<file path="config.mk">
export PLATFORM = sky130hd
export DESIGN_NAME = bypass_scoreboard_flat
export DESIGN_NICKNAME = d
export VERILOG_FILES = /design/src/rtl/bypass_pkg.sv /design/src/rtl/bypass_scoreboard_if.sv /design/src/rtl/bypass_mux.sv /design/src/rtl/bypass_scoreboard.sv /design/src/flat_wrapper.sv
export SDC_FILE = /design/constraint.sdc
export NUM_CORES = 1
export LEC_CHECK = 0
export BUFFER_PORTS_ARGS = -buffer_cell sky130_fd_sc_hd__buf_2
export CORE_ASPECT_RATIO = 2
export CORE_MARGIN = 3
export CORE_UTILIZATION = 40
export CTS_BUF_LIST = sky130_fd_sc_hd__clkbuf_8
export DETAILED_ROUTE_END_ITERATION = 8
export PLACE_DENSITY_LB_ADDON = 0.3
export SLEW_MARGIN = 20
export SYNTH_ARGS = -nofsm -noshare
export SYNTH_HDL_FRONTEND = slang
export SYNTH_SLANG_ARGS = --single-unit
</file>
<file path="constraint.sdc">
create_clock -name clk_i -period 6.55 [get_ports clk_i]
set_input_delay 1.31 -clock clk_i [delete_from_list [all_inputs] [get_ports clk_i]]
set_output_delay 1.31 -clock clk_i [all_outputs]
set_load 0.005 [all_outputs]
</file>
<file path="src/rtl/bypass_pkg.sv">
// Shared constants for the operand-forwarding/hazard slice: default widths,
// forwarding tap indices and the nominal pipe latencies.
package bypass_pkg;

  localparam int unsigned XLEN_DEF = 32;
  localparam int unsigned AW_DEF   = 5;
  localparam int unsigned NRD_DEF  = 2;
  localparam int unsigned NSRC_DEF = 8;
  localparam int unsigned LW_DEF   = 3;
  localparam int unsigned CNT_W    = 32;

  // Tap order: lower index is younger, so it wins on a multi-match
  localparam int unsigned SRC_EXE   = 0;
  localparam int unsigned SRC_MUL1  = 1;
  localparam int unsigned SRC_MUL2  = 2;
  localparam int unsigned SRC_MUL3  = 3;
  localparam int unsigned SRC_MUL4  = 4;
  localparam int unsigned SRC_MUL5  = 5;
  localparam int unsigned SRC_CACHE = 6;
  localparam int unsigned SRC_WB    = 7;

  localparam int unsigned LAT_ALU = 1;
  localparam int unsigned LAT_MUL = 6;
  localparam int unsigned LAT_LD  = 7;

endpackage

</file>
<file path="src/rtl/bypass_scoreboard_if.sv">
// Decode-side bundle of the bypass scoreboard: operand reads, issue request,
// forwarding taps and the forwarded/stall results.
interface bypass_scoreboard_if
  import bypass_pkg::*;
#(
  parameter int unsigned XLEN = XLEN_DEF,
  parameter int unsigned AW   = AW_DEF,
  parameter int unsigned NRD  = NRD_DEF,
  parameter int unsigned NSRC = NSRC_DEF,
  parameter int unsigned LW   = LW_DEF
) ();

  logic [NRD*AW-1:0]    rd_addr_i;
  logic [NRD-1:0]       rd_en_i;
  logic                 iss_valid_i;
  logic                 iss_wr_en_i;
  logic [AW-1:0]        iss_addr_i;
  logic [LW-1:0]        iss_lat_i;
  logic                 flush_i;
  logic [NSRC*XLEN-1:0] src_data_i;
  logic [NSRC*AW-1:0]   src_addr_i;
  logic [NSRC-1:0]      src_wr_en_i;
  logic [NRD-1:0]       bypass_en_o;
  logic [NRD*XLEN-1:0]  bypass_data_o;
  logic                 stall_o;
  logic [CNT_W-1:0]     stall_cnt_o;

  modport master (
    output rd_addr_i, rd_en_i, iss_valid_i, iss_wr_en_i, iss_addr_i, iss_lat_i,
           flush_i, src_data_i, src_addr_i, src_wr_en_i,
    input  bypass_en_o, bypass_data_o, stall_o, stall_cnt_o
  );

  modport slave (
    input  rd_addr_i, rd_en_i, iss_valid_i, iss_wr_en_i, iss_addr_i, iss_lat_i,
           flush_i, src_data_i, src_addr_i, src_wr_en_i,
    output bypass_en_o, bypass_data_o, stall_o, stall_cnt_o
  );

endinterface

</file>
<file path="src/rtl/bypass_mux.sv">
// Single read-port forwarding mux: picks the youngest (lowest index) tap whose
// destination matches the operand address. Register 0 never matches.
module bypass_mux #(
  parameter int unsigned XLEN = 32,
  parameter int unsigned AW   = 5,
  parameter int unsigned NSRC = 8
) (
  input  logic                 rd_en,
  input  logic [AW-1:0]        rd_addr,
  input  logic [NSRC*XLEN-1:0] src_data,
  input  logic [NSRC*AW-1:0]   src_addr,
  input  logic [NSRC-1:0]      src_wr_en,
  output logic                 hit,
  output logic [XLEN-1:0]      data
);

  always_comb begin
    hit  = 1'b0;
    data = '0;
    if (rd_en && (rd_addr != '0)) begin
      for (int unsigned s = 0; s < NSRC; s++) begin
        if (!hit && src_wr_en[s] && (src_addr[s*AW +: AW] == rd_addr)) begin
          hit  = 1'b1;
          data = src_data[s*XLEN +: XLEN];
        end
      end
    end
  end

endmodule

</file>
<file path="src/rtl/bypass_scoreboard.sv">
// Per-register write scoreboard with latency countdown, operand forwarding
// from the pipe taps, RAW/WAW issue stall and a saturating stall counter.
module bypass_scoreboard
  import bypass_pkg::*;
#(
  parameter int unsigned XLEN = XLEN_DEF,
  parameter int unsigned AW   = AW_DEF,
  parameter int unsigned NRD  = NRD_DEF,
  parameter int unsigned NSRC = NSRC_DEF,
  parameter int unsigned LW   = LW_DEF
) (
  input  logic clk_i,
  input  logic rsn_i,
  bypass_scoreboard_if.slave bus
);

  localparam int unsigned NREG = 1 << AW;

  logic [NREG-1:0]     pend_q, pend_d;
  logic [LW-1:0]       cnt_q [NREG];
  logic [LW-1:0]       cnt_d [NREG];
  logic [CNT_W-1:0]    stall_cnt_q;

  logic [AW-1:0]       rd_addr_a [NRD];
  logic [NRD-1:0]      hit;
  logic [NRD*XLEN-1:0] mux_data;
  logic [LW-1:0]       lat_eff_c;
  logic                raw_c;
  logic                waw_c;
  logic                stall_c;
  logic                issue_c;

  // One priority mux per operand port
  for (genvar p = 0; p < NRD; p++) begin : g_port
    assign rd_addr_a[p] = bus.rd_addr_i[p*AW +: AW];

    bypass_mux #(
      .XLEN (XLEN),
      .AW   (AW),
      .NSRC (NSRC)
    ) u_mux (
      .rd_en     (bus.rd_en_i[p]),
      .rd_addr   (rd_addr_a[p]),
      .src_data  (bus.src_data_i),
      .src_addr  (bus.src_addr_i),
      .src_wr_en (bus.src_wr_en_i),
      .hit       (hit[p]),
      .data      (mux_data[p*XLEN +: XLEN])
    );
  end

  // A zero latency still needs one cycle to reach writeback
  assign lat_eff_c = (bus.iss_lat_i == '0) ? LW'(1) : bus.iss_lat_i;

  always_comb begin
    raw_c = 1'b0;
    for (int unsigned p = 0; p < NRD; p++) begin
      if (bus.rd_en_i[p] && (rd_addr_a[p] != '0) && pend_q[rd_addr_a[p]] && !hit[p]) begin
        raw_c = 1'b1;
      end
    end
  end

  // An older write landing after the new one would break per-register order
  assign waw_c = bus.iss_valid_i && bus.iss_wr_en_i && pend_q[bus.iss_addr_i]
                 && (cnt_q[bus.iss_addr_i] > lat_eff_c);

  assign stall_c = rsn_i && bus.iss_valid_i && (raw_c || waw_c) && !bus.flush_i;

  assign issue_c = bus.iss_valid_i && bus.iss_wr_en_i && !stall_c && !bus.flush_i
                   && (bus.iss_addr_i != '0);

  assign bus.bypass_en_o   = rsn_i ? hit : '0;
  assign bus.bypass_data_o = rsn_i ? mux_data : '0;
  assign bus.stall_o       = stall_c;
  assign bus.stall_cnt_o   = stall_cnt_q;

  // Countdown runs regardless of stall; a fresh issue overrides expiry
  always_comb begin
    pend_d = pend_q;
    cnt_d  = cnt_q;
    for (int unsigned r = 0; r < NREG; r++) begin
      if (pend_q[r]) begin
        if (cnt_q[r] <= LW'(1)) begin
          pend_d[r] = 1'b0;
          cnt_d[r]  = '0;
        end else begin
          cnt_d[r] = cnt_q[r] - LW'(1);
        end
      end
    end
    if (issue_c) begin
      pend_d[bus.iss_addr_i] = 1'b1;
      cnt_d[bus.iss_addr_i]  = lat_eff_c;
    end
    if (bus.flush_i) begin
      pend_d = '0;
      for (int unsigned r = 0; r < NREG; r++) begin
        cnt_d[r] = '0;
      end
    end
    pend_d[0] = 1'b0;
    cnt_d[0]  = '0;
  end

  always_ff @(posedge clk_i) begin
    if (!rsn_i) begin
      pend_q      <= '0;
      stall_cnt_q <= '0;
      for (int unsigned r = 0; r < NREG; r++) begin
        cnt_q[r] <= '0;
      end
    end else begin
      pend_q <= pend_d;
      cnt_q  <= cnt_d;
      if (stall_c && (stall_cnt_q != '1)) begin
        stall_cnt_q <= stall_cnt_q + CNT_W'(1);
      end
    end
  end

endmodule

</file>
<file path="src/flat_wrapper.sv">
// flat-port wrapper written by rule: the top's interface ports become plain ports
module bypass_scoreboard_flat import bypass_pkg::*;
#(
  parameter int unsigned XLEN = XLEN_DEF,
  parameter int unsigned AW   = AW_DEF,
  parameter int unsigned NRD  = NRD_DEF,
  parameter int unsigned NSRC = NSRC_DEF,
  parameter int unsigned LW   = LW_DEF
)
  (clk_i, rsn_i, bus_rd_addr_i, bus_rd_en_i, bus_iss_valid_i, bus_iss_wr_en_i, bus_iss_addr_i, bus_iss_lat_i, bus_flush_i, bus_src_data_i, bus_src_addr_i, bus_src_wr_en_i, bus_bypass_en_o, bus_bypass_data_o, bus_stall_o, bus_stall_cnt_o);
  bypass_scoreboard_if #(.XLEN(XLEN), .AW(AW), .NRD(NRD), .NSRC(NSRC), .LW(LW)) bus_i ();
  input  logic clk_i;
  input  logic rsn_i;
  input wire logic [$bits(bus_i.rd_addr_i)-1:0] bus_rd_addr_i;
  input wire logic [$bits(bus_i.rd_en_i)-1:0] bus_rd_en_i;
  input wire logic [$bits(bus_i.iss_valid_i)-1:0] bus_iss_valid_i;
  input wire logic [$bits(bus_i.iss_wr_en_i)-1:0] bus_iss_wr_en_i;
  input wire logic [$bits(bus_i.iss_addr_i)-1:0] bus_iss_addr_i;
  input wire logic [$bits(bus_i.iss_lat_i)-1:0] bus_iss_lat_i;
  input wire logic [$bits(bus_i.flush_i)-1:0] bus_flush_i;
  input wire logic [$bits(bus_i.src_data_i)-1:0] bus_src_data_i;
  input wire logic [$bits(bus_i.src_addr_i)-1:0] bus_src_addr_i;
  input wire logic [$bits(bus_i.src_wr_en_i)-1:0] bus_src_wr_en_i;
  output wire logic [$bits(bus_i.bypass_en_o)-1:0] bus_bypass_en_o;
  output wire logic [$bits(bus_i.bypass_data_o)-1:0] bus_bypass_data_o;
  output wire logic [$bits(bus_i.stall_o)-1:0] bus_stall_o;
  output wire logic [$bits(bus_i.stall_cnt_o)-1:0] bus_stall_cnt_o;
  assign bus_i.rd_addr_i = bus_rd_addr_i;
  assign bus_i.rd_en_i = bus_rd_en_i;
  assign bus_i.iss_valid_i = bus_iss_valid_i;
  assign bus_i.iss_wr_en_i = bus_iss_wr_en_i;
  assign bus_i.iss_addr_i = bus_iss_addr_i;
  assign bus_i.iss_lat_i = bus_iss_lat_i;
  assign bus_i.flush_i = bus_flush_i;
  assign bus_i.src_data_i = bus_src_data_i;
  assign bus_i.src_addr_i = bus_src_addr_i;
  assign bus_i.src_wr_en_i = bus_src_wr_en_i;
  assign bus_bypass_en_o = bus_i.bypass_en_o;
  assign bus_bypass_data_o = bus_i.bypass_data_o;
  assign bus_stall_o = bus_i.stall_o;
  assign bus_stall_cnt_o = bus_i.stall_cnt_o;
  bypass_scoreboard #(.XLEN(XLEN), .AW(AW), .NRD(NRD), .NSRC(NSRC), .LW(LW)) u_core (.clk_i(clk_i), .rsn_i(rsn_i), .bus(bus_i));
endmodule
</file>
==> results of run 1 <==
-- how the worst max path moves through the flow --
stage / from / to / slack, ns / cells after the start
final: bus_iss_addr_i[0] / bus_stall_o / 0.69 / 13
after global routing: bus_iss_addr_i[0] / bus_stall_o / 0.46 / 12
after CTS: bus_iss_addr_i[0] / bus_stall_o / 0.68 / 13
after detailed placement: bus_iss_addr_i[0] / bus_stall_o / 0.69 / 13
after global placement: bus_iss_addr_i[0] / bus_stall_o / 0.72 / 13
after floorplan: bus_iss_addr_i[0] / bus_stall_o / 0.30 / 16
-- cells by family (layout without fill, tap and decap cells) --
family / Yosys count / count (layout) / synth area share, %
flip-flops: 156 / 156 / 21.67
XOR/XNOR: 80 / 80 / 4.862
adder cells (fa/ha/maj): 50 / 50 / 4.341
multiplexers: 213 / 213 / 17.92
AND/OR/NAND/NOR: 543 / 543 / 19.87
AO/OA/AOI/OAI: 519 / 519 / 24.59
other: 0 / 32 / 0
buffers and inverters: 238 / 579 / 6.745
-- final cells by class --
class | count | area, sq um | share of cell area, %
multi-input combinational | 1405 | 10400 | 60.13
tap | 445 | 556.8 | 3.220
timing repair buffer | 462 | 2400 | 13.88
clock inverter | 15 | 182.7 | 1.056
inverter | 85 | 319.1 | 1.845
antenna | 32 | 80.08 | 0.4631
clock buffer | 17 | 234.0 | 1.353
sequential | 156 | 3123 | 18.06
-- per-stage QoR --
| stage | setup slack (ns) | cell area [sq um] |
|---|---|---|
| detailed placement | 0.6903 | 16800 |
| floorplan | 0.3041 | 14410 |
| CTS | 0.6850 | 17210 |
| global placement | 0.7224 | 16800 |
| global route | 0.4625 | 17270 |
| finish | 0.6916 | 17290 |
-- Yosys cell counts (all sizes together) (38+ instances only) --
cell type  number  area [sq um]
a21oi         120         600.6
a221oi         55         481.7
a222oi         61         610.6
a22oi          82         615.6
buf            38         221.5
clkbuf        115         431.7
dfxtp         156          3123
ha             50         625.6
inv            84         315.3
mux2i         171          1712
nand2         197         739.5
nand2b         47         294.0
nor2           62         232.7
nor4           40         340.3
o21ai         115         575.6
xor2           60         525.5
-- cell usage in the layout (no fill, tap or decap), types with 13 or more instances in the layout --
cell      netlist  layout
a211o_1        17      17
a21oi_1       120     120
a221oi_1       55      55
a222oi_1       61      61
a22oi_1        82      82
a31oi_1        16      16
and2_1         20      20
and3_1         17      13
buf_2          21     427
buf_4           4      35
clkbuf_8        0      17
dfxtp_1       156     156
diode_2         0      32
ha_1           50      50
inv_1          83      84
mux2i_1       171     171
mux4_2         35      35
nand2_1       197     195
nand2b_1       47      46
nand3_1        37      37
nand4_1        31      31
nor2_1         62      57
nor2b_1        14      13
nor3_1         26      24
nor4_1         34      33
o21a_1         14      14
o21ai_0       115     115
o22ai_1        18      18
or4_1          17      17
xnor2_1        20      20
xor2_1         60      60
-- state kept, by name, indices dropped and copies added (netlist names) --
name and flops:
u_core.bus.stall_cnt_o 32, u_core.cnt_q 93, u_core.pend_q 31
-- power by group through the flow --
| stage | clock network, mW | registers (mW) | logic [mW] |
|---|---|---|---|
| final | 0.792 | 0.950 | 0.448 |
| after global routing | 0.840 | 0.950 | 0.474 |
| after CTS | 0.805 | 0.950 | 0.436 |
| after detailed placement | 0 | 0.972 | 0.435 |
| after global placement | 0 | 0.972 | 0.430 |
| after floorplan | 0 | 0.971 | 0.207 |
-- metal layers --
metal	vias to the layer above	share of wire, %	global-route usage [%]
met2	1041	50	60.39
met3	293	9.6	10.07
met5	-	0.21	0
met4	20	7.7	23.28
met1	8094	33	34.36
li1	7513	-	-
-- worst register-to-register path, cell delays in order (launching register included) --
cell and delay [ns]:
dfxtp_1 0.38, mux4_2 0.49, mux4_2 0.46, nand2_1 0.17
o221ai_1 0.15, ha_1 0.31, nor2b_1 0.13, o21ai_0 0.14
nand2b_1 0.08, and4_1 0.18, o31ai_4 0.24, inv_2 0.11
buf_4 0.26, or4_1 0.70, mux2i_1 0.17
==> flow_summary_export.csv, run 1 <==
group,metric,value,unit
detailed_routing,wl,69670,microns
timing,fin_crit_sh,89.44,%
final_layout,fill_cells,3529,
die,die_w,140.2,microns
detailed_routing,wl_per_cell,26.62,microns
grt,grt_overflow,0,
power,pwr-share-comb,20.5,%
logic_synthesis,postSynthCellCount,1799,
final_layout,layout-area-overhead-vs-synth,19.98,%
setup_path,crit_family,"buffers and inverters",
logic_synthesis,synth-main-ff-cell,"dfxtp_1",
placement,gp_congestion,1.024,
detailed_routing,drc,0,
detailed_routing,via_count,16960,
cts,cts_setup_buffers,0,
grt,grt_pass1_wl,101300,microns
cts,cts_tree,"done",
setup_path,path_common_cell,"buf_2",
setup_path,cp_data_arrival_time,4.55,ns
grt,grt_max_degree,77,
power,p_total,2.190,mW
cts,post_cts_resized,0,
worst_hold_path,min_to,"u_core.bus.stall_cnt_o[15]$_SDFFE_PN0P_",
detailed_routing,ant_nets,0,
detailed_routing,drt_iter0_drc,1973,
final_layout,postLayoutCoreUtil,48.96,%
setup_path,slowest_delay,0.59,ns
logic_synthesis,synth_seq_cells,156,
outcome,run_status,"completed",
final_layout,final_cells,2617,
cts,hold_buffers,0,
timing,setup_viol_count_final,0,
grt,antenna_found_initial,43,
power,clkPwrFrac,36.1,%
timing,hold_slack,0.4996,ns
die,io_pins,428,
logic_synthesis,synth.distinct_cells,62,
grt,grt_usage,34.27,%
placement,portBuffers,427,
worst_hold_path,hp-class,"flip-flop to flip-flop",
die,core.rowCount,97,
die,fp.dieH,274.4,microns
power,swShare,32.73,%
power,power_density,126.6,nW/um^2
timing,grt_setup_unrepaired,"no",
setup_path,cp_max_fo,21,
power,internal-power,1.473,mW
power,leakage,7.040,nW
power,vdd_drop_max,0.0001250,V
logic_synthesis,synth-async-reset-ratio,0,%
final_layout,nNetsFinal,2506,
logic_synthesis,ys_warn_count,0,
cts,clockBufferDepth,2,
logic_synthesis,syn_area_per_cell,8.011,sq um
setup_path,crit_path_start_kind,"primary input",
placement,dp_cells,2553,
setup_path,crit_buf_inv,4,
detailed_routing,viasPerCell,6.481,
power,p_switching,0.7168,mW
cts,clkLatencyLatePin,0.50,ns
timing,finClkSkew,0.02507,ns
timing,tightestPinTransition,1.030,ns
die,die-area,38480,sq um
cts,root_buffer,"clkbuf_8",
worst_hold_path,holdPathStages,2,
die,design.core.area,35320,sq um
setup_path,worstRegToRegCells,14,
setup_path,r2r_start,"u_core.cnt_q[52]$_SDFF_PP0_",
cts,clkTransAtPathRegs,0.11,ns
timing,min_period,5.858,ns
logic_synthesis,synth-edff-count,0,
setup_path,crit_chain,"buf_2 -> buf_4 -> mux4_2 -> a221oi_1 -> a21oi_1 -> a211o_1 -> ha_1 -> o21ai_0 -> nand2b_1 -> and4_1 -> o31ai_4 -> inv_2 -> buf_2",
placement,hpwl,54520,microns
logic_synthesis,synth_fp_nets,2178,
die,start_util,40.81,%
timing,maxSlewViolCount,0,
timing,fin_tns_setup,0,ns
cts,cts_buffers,17,
setup_path,setup.worst_path.class,"primary input to primary output",
cts,cts_sinks,156,
timing,hold_viol_final,0,
logic_synthesis,seq_area_frac_synth,21.67,%
worst_hold_path,hp-start,"u_core.bus.stall_cnt_o[15]$_SDFFE_PN0P_",
detailed_routing,first_pass_iters,9,
timing,max_freq,170.7,MHz
power,seq_power_share,43.4,%
grt,first_global_vias,16450,
logic_synthesis,synth_area,14410,sq um
final_layout,layout-drive-gt1-share,27.10,%
cts,h-tree-depth,4,
job,max_cap_viol_count,0,
setup_path,regToRegSetupSlack,2.43,ns
timing,max_slew_margin,31.34,%
setup_path,r2r_end,"u_core.cnt_q[48]$_SDFF_PP0_",
setup_path,cp.required,5.24,ns
setup_path,cp-end-kind,"primary output",
setup_path,cpMaxStageDelayCell,"mux4_2",
Note: power is estimated with default switching activity, not from simulation.
==> run 2, diff against run 1 <==
--- a/config.mk
+++ b/config.mk
@@ -15,4 +15,5 @@
 export SLEW_MARGIN = 20
 export SYNTH_ARGS = -nofsm -noshare
 export SYNTH_HDL_FRONTEND = slang
+export SYNTH_HIERARCHICAL = 1
 export SYNTH_SLANG_ARGS = --single-unit
==> flow_summary_export.csv, run 2 <==
group,metric,value,unit
grt,grt_usage,33.73,%
setup_path,setup.worst_path.class,"primary input to primary output",
detailed_routing,wl_per_cell,26.99,microns
final_layout,largest_reg_flops,93,
timing,finClkSkew,0.02670,ns
job,max_cap_viol_count,0,
timing,min_period,5.838,ns
final_layout,layout-drive-gt1-share,27.52,%
timing,fin_crit_sh,89.13,%
final_layout,fill_cells,4277,
logic_synthesis,yosys.area.top_type_share,17.89,%
worst_hold_path,hp-class,"flip-flop to flip-flop",
worst_hold_path,holdPathStages,2,
logic_synthesis,synth-async-reset-ratio,0,%
cts,clkTransAtPathRegs,0.11,ns
outcome,run_status,"completed",
final_layout,final_cell_mix,"buf_2, a21oi_1, dfxtp_1",
grt,antenna_found_initial,31,
die,core.rowCount,107,
setup_path,r2r_start,"u_core/cnt_q[64]$_SDFF_PP0_",
detailed_routing,wl,82940,microns
cts,clkLatencyLatePin,0.50,ns
placement,hpwl,62980,microns
timing,hold_viol_final,0,
logic_synthesis,synth_top_cells_by_area,"dfxtp_1, mux2i_1, a21oi_1",
logic_synthesis,syn_area_per_cell,7.940,sq um
logic_synthesis,synth-edff-count,0,
logic_synthesis,synth_most_common_cell,"a21oi_1",
cts,cts_sinks,156,
setup_path,cp_data_arrival_time,4.53,ns
final_layout,layout-area-overhead-vs-synth,15.09,%
final_layout,ff_latch_area,3123,sq um
power,vdd_drop_max,0.0002442,V
cts,post_cts_resized,0,
timing,max_slew_margin,25.08,%
cts,clockBufferDepth,2,
detailed_routing,viasPerCell,6.514,
die,start_util,40.76,%
timing,maxSlewViolCount,0,
detailed_routing,drc,0,
power,leakage,7.915,nW
die,fp.dieH,301.5,microns
timing,fin_tns_setup,0,ns
logic_synthesis,postSynthCellCount,2199,
logic_synthesis,synth_fp_nets,2589,
setup_path,cp.required,5.24,ns
logic_synthesis,yosys-top-cells-count,"a21oi_1, dfxtp_1, and2_1, nor2_1, nand2_1",
setup_path,cp_max_fo,16,
logic_synthesis,synth_area,17460,sq um
detailed_routing,first_pass_iters,6,
timing,max_freq,171.3,MHz
timing,setup_viol_count_final,0,
logic_synthesis,synth.distinct_cells,83,
grt,first_global_vias,19920,
detailed_routing,ant_nets,0,
placement,pre_cts_ws,0.7940,ns
logic_synthesis,seq_area_frac_synth,17.89,%
grt,grt_max_degree,69,
placement,portBuffers,427,
die,die_w,153.7,microns
grt,grt_overflow,0,
worst_hold_path,hp-start,"u_core/bus.stall_cnt_o[22]$_SDFFE_PN0P_",
cts,h-tree-depth,4,
setup_path,cp-end-kind,"primary output",
detailed_routing,highest_layer,"met5",
logic_synthesis,ys_warn_count,6,
die,io_pins,428,
cts,cts_tree,"done",
cts,hold_buffers,0,
setup_path,critPathLaunch,"bus_iss_addr_i[0]",
timing,layout_setup_ws,0.7122,ns
die,design.core.area,42840,sq um
final_layout,largest_register,"u_core/cnt_q",
cts,cts_setup_buffers,0,
final_layout,multiInputGateArea,13000,sq um
power,power_density,116.5,nW/um^2
setup_path,crit_path_start_kind,"primary input",
detailed_routing,wl_met3,8138,microns
die,die-area,46350,sq um
detailed_routing,via_count,20020,
final_layout,mostFrequentLayoutCell,"buf_2",
grt,grt_pass1_wl,121100,microns
logic_synthesis,synth_seq_cells,156,
placement,gp_congestion,0.9751,
setup_path,worstRegToRegCells,15,
cts,root_buffer,"clkbuf_8",
timing,grt_setup_unrepaired,"no",
detailed_routing,drt_iter0_drc,1939,
logic_synthesis,synth-main-ff-cell,"dfxtp_1",
detailed_routing,wl_met2,41180,microns
detailed_routing,drt-met1-wl,26100,microns
timing,tightestPinTransition,1.115,ns
final_layout,postLayoutCoreUtil,46.91,%
cts,cts_buffers,17,
logic_synthesis,synth_top_cell_by_area,"dfxtp_1",
final_layout,nNetsFinal,2888,
[run 2: cell count changes after synthesis, sizes merged, moves of 29 or more]
cell,change
o21a,+64
and2,+132
a21oi,+116
a222oi,-61
a22oi,-77
o21ai,-40
nand2b,-29
o22ai,+65
mux2i,-45
nand3,+75
nand2,-54
o221ai,+64
nor2,+87
buf,+61
[run 2: layer usage]
layer,global-route usage (%),vias up
met5,0,-
met4,25.47,18
met3,9.032,416
met2,59.61,1315
met1,33.31,9446
li1,-,8821
[run 2: metrics by stage]
step	power, mW	cells	hold WS (ns)	cell area [sq um]
2_1_floorplan	1.310	2199	0.4640	17460
3_3_place_gp	1.560	3024	0.4571	19640
3_5_place_dp	1.567	3024	0.4659	19640
4_1_cts	2.339	3056	0.4818	20050
5_1_grt	2.418	3063	0.5106	20070
6_report	2.340	3073	0.4802	20100
[run 2: worst paths after layout]
check	endpoint	slack (ns)
max	bus_stall_o	0.71
min	u_core/bus.stall_cnt_o[22]$_SDFFE_PN0P_	0.48
max reg2reg	u_core/cnt_q[25]$_SDFF_PP0_	2.36
min reg2reg	u_core/bus.stall_cnt_o[22]$_SDFFE_PN0P_	0.48
[run 2: cell type report]
cell class,count,share of cell area (%)
timing repair buffer,476,12.54
antenna,17,0.2117
tap,545,3.393
inverter,84,1.569
multi-input combinational,1763,64.71
sequential,156,15.54
clock inverter,15,0.8717
clock buffer,17,1.164
[run 2: critical path: stages]
cell and delay [ns]:
buf_2 0.46, buf_4 0.36, nor2b_2 0.13, a221oi_1 0.31
a211oi_1 0.09, a211oi_1 0.36, o21ai_0 0.15, ha_1 0.31
a311oi_1 0.27, o21ai_0 0.13, a31oi_1 0.17, o21ai_1 0.12
and2_4 0.18, inv_1 0.05, buf_2 0.11
[run 2: cell families (layout without fill, tap and decap cells)]
family	after synthesis	in the layout	synth area share [%]
buf+inv	280	592	8.105
mux	167	167	11.97
simple gates	748	748	24.01
other cells	0	17	0
compound gates	706	706	29.59
xor+xnor	81	81	4.063
fa+ha+maj	61	61	4.371
flops	156	156	17.89
[run 2: power by group]
group	internal [mW]	leakage, nW	switching [mW]
registers	0.949	1.26	0.00171
clock network	0.353	0.203	0.424
logic	0.228	6.46	0.385
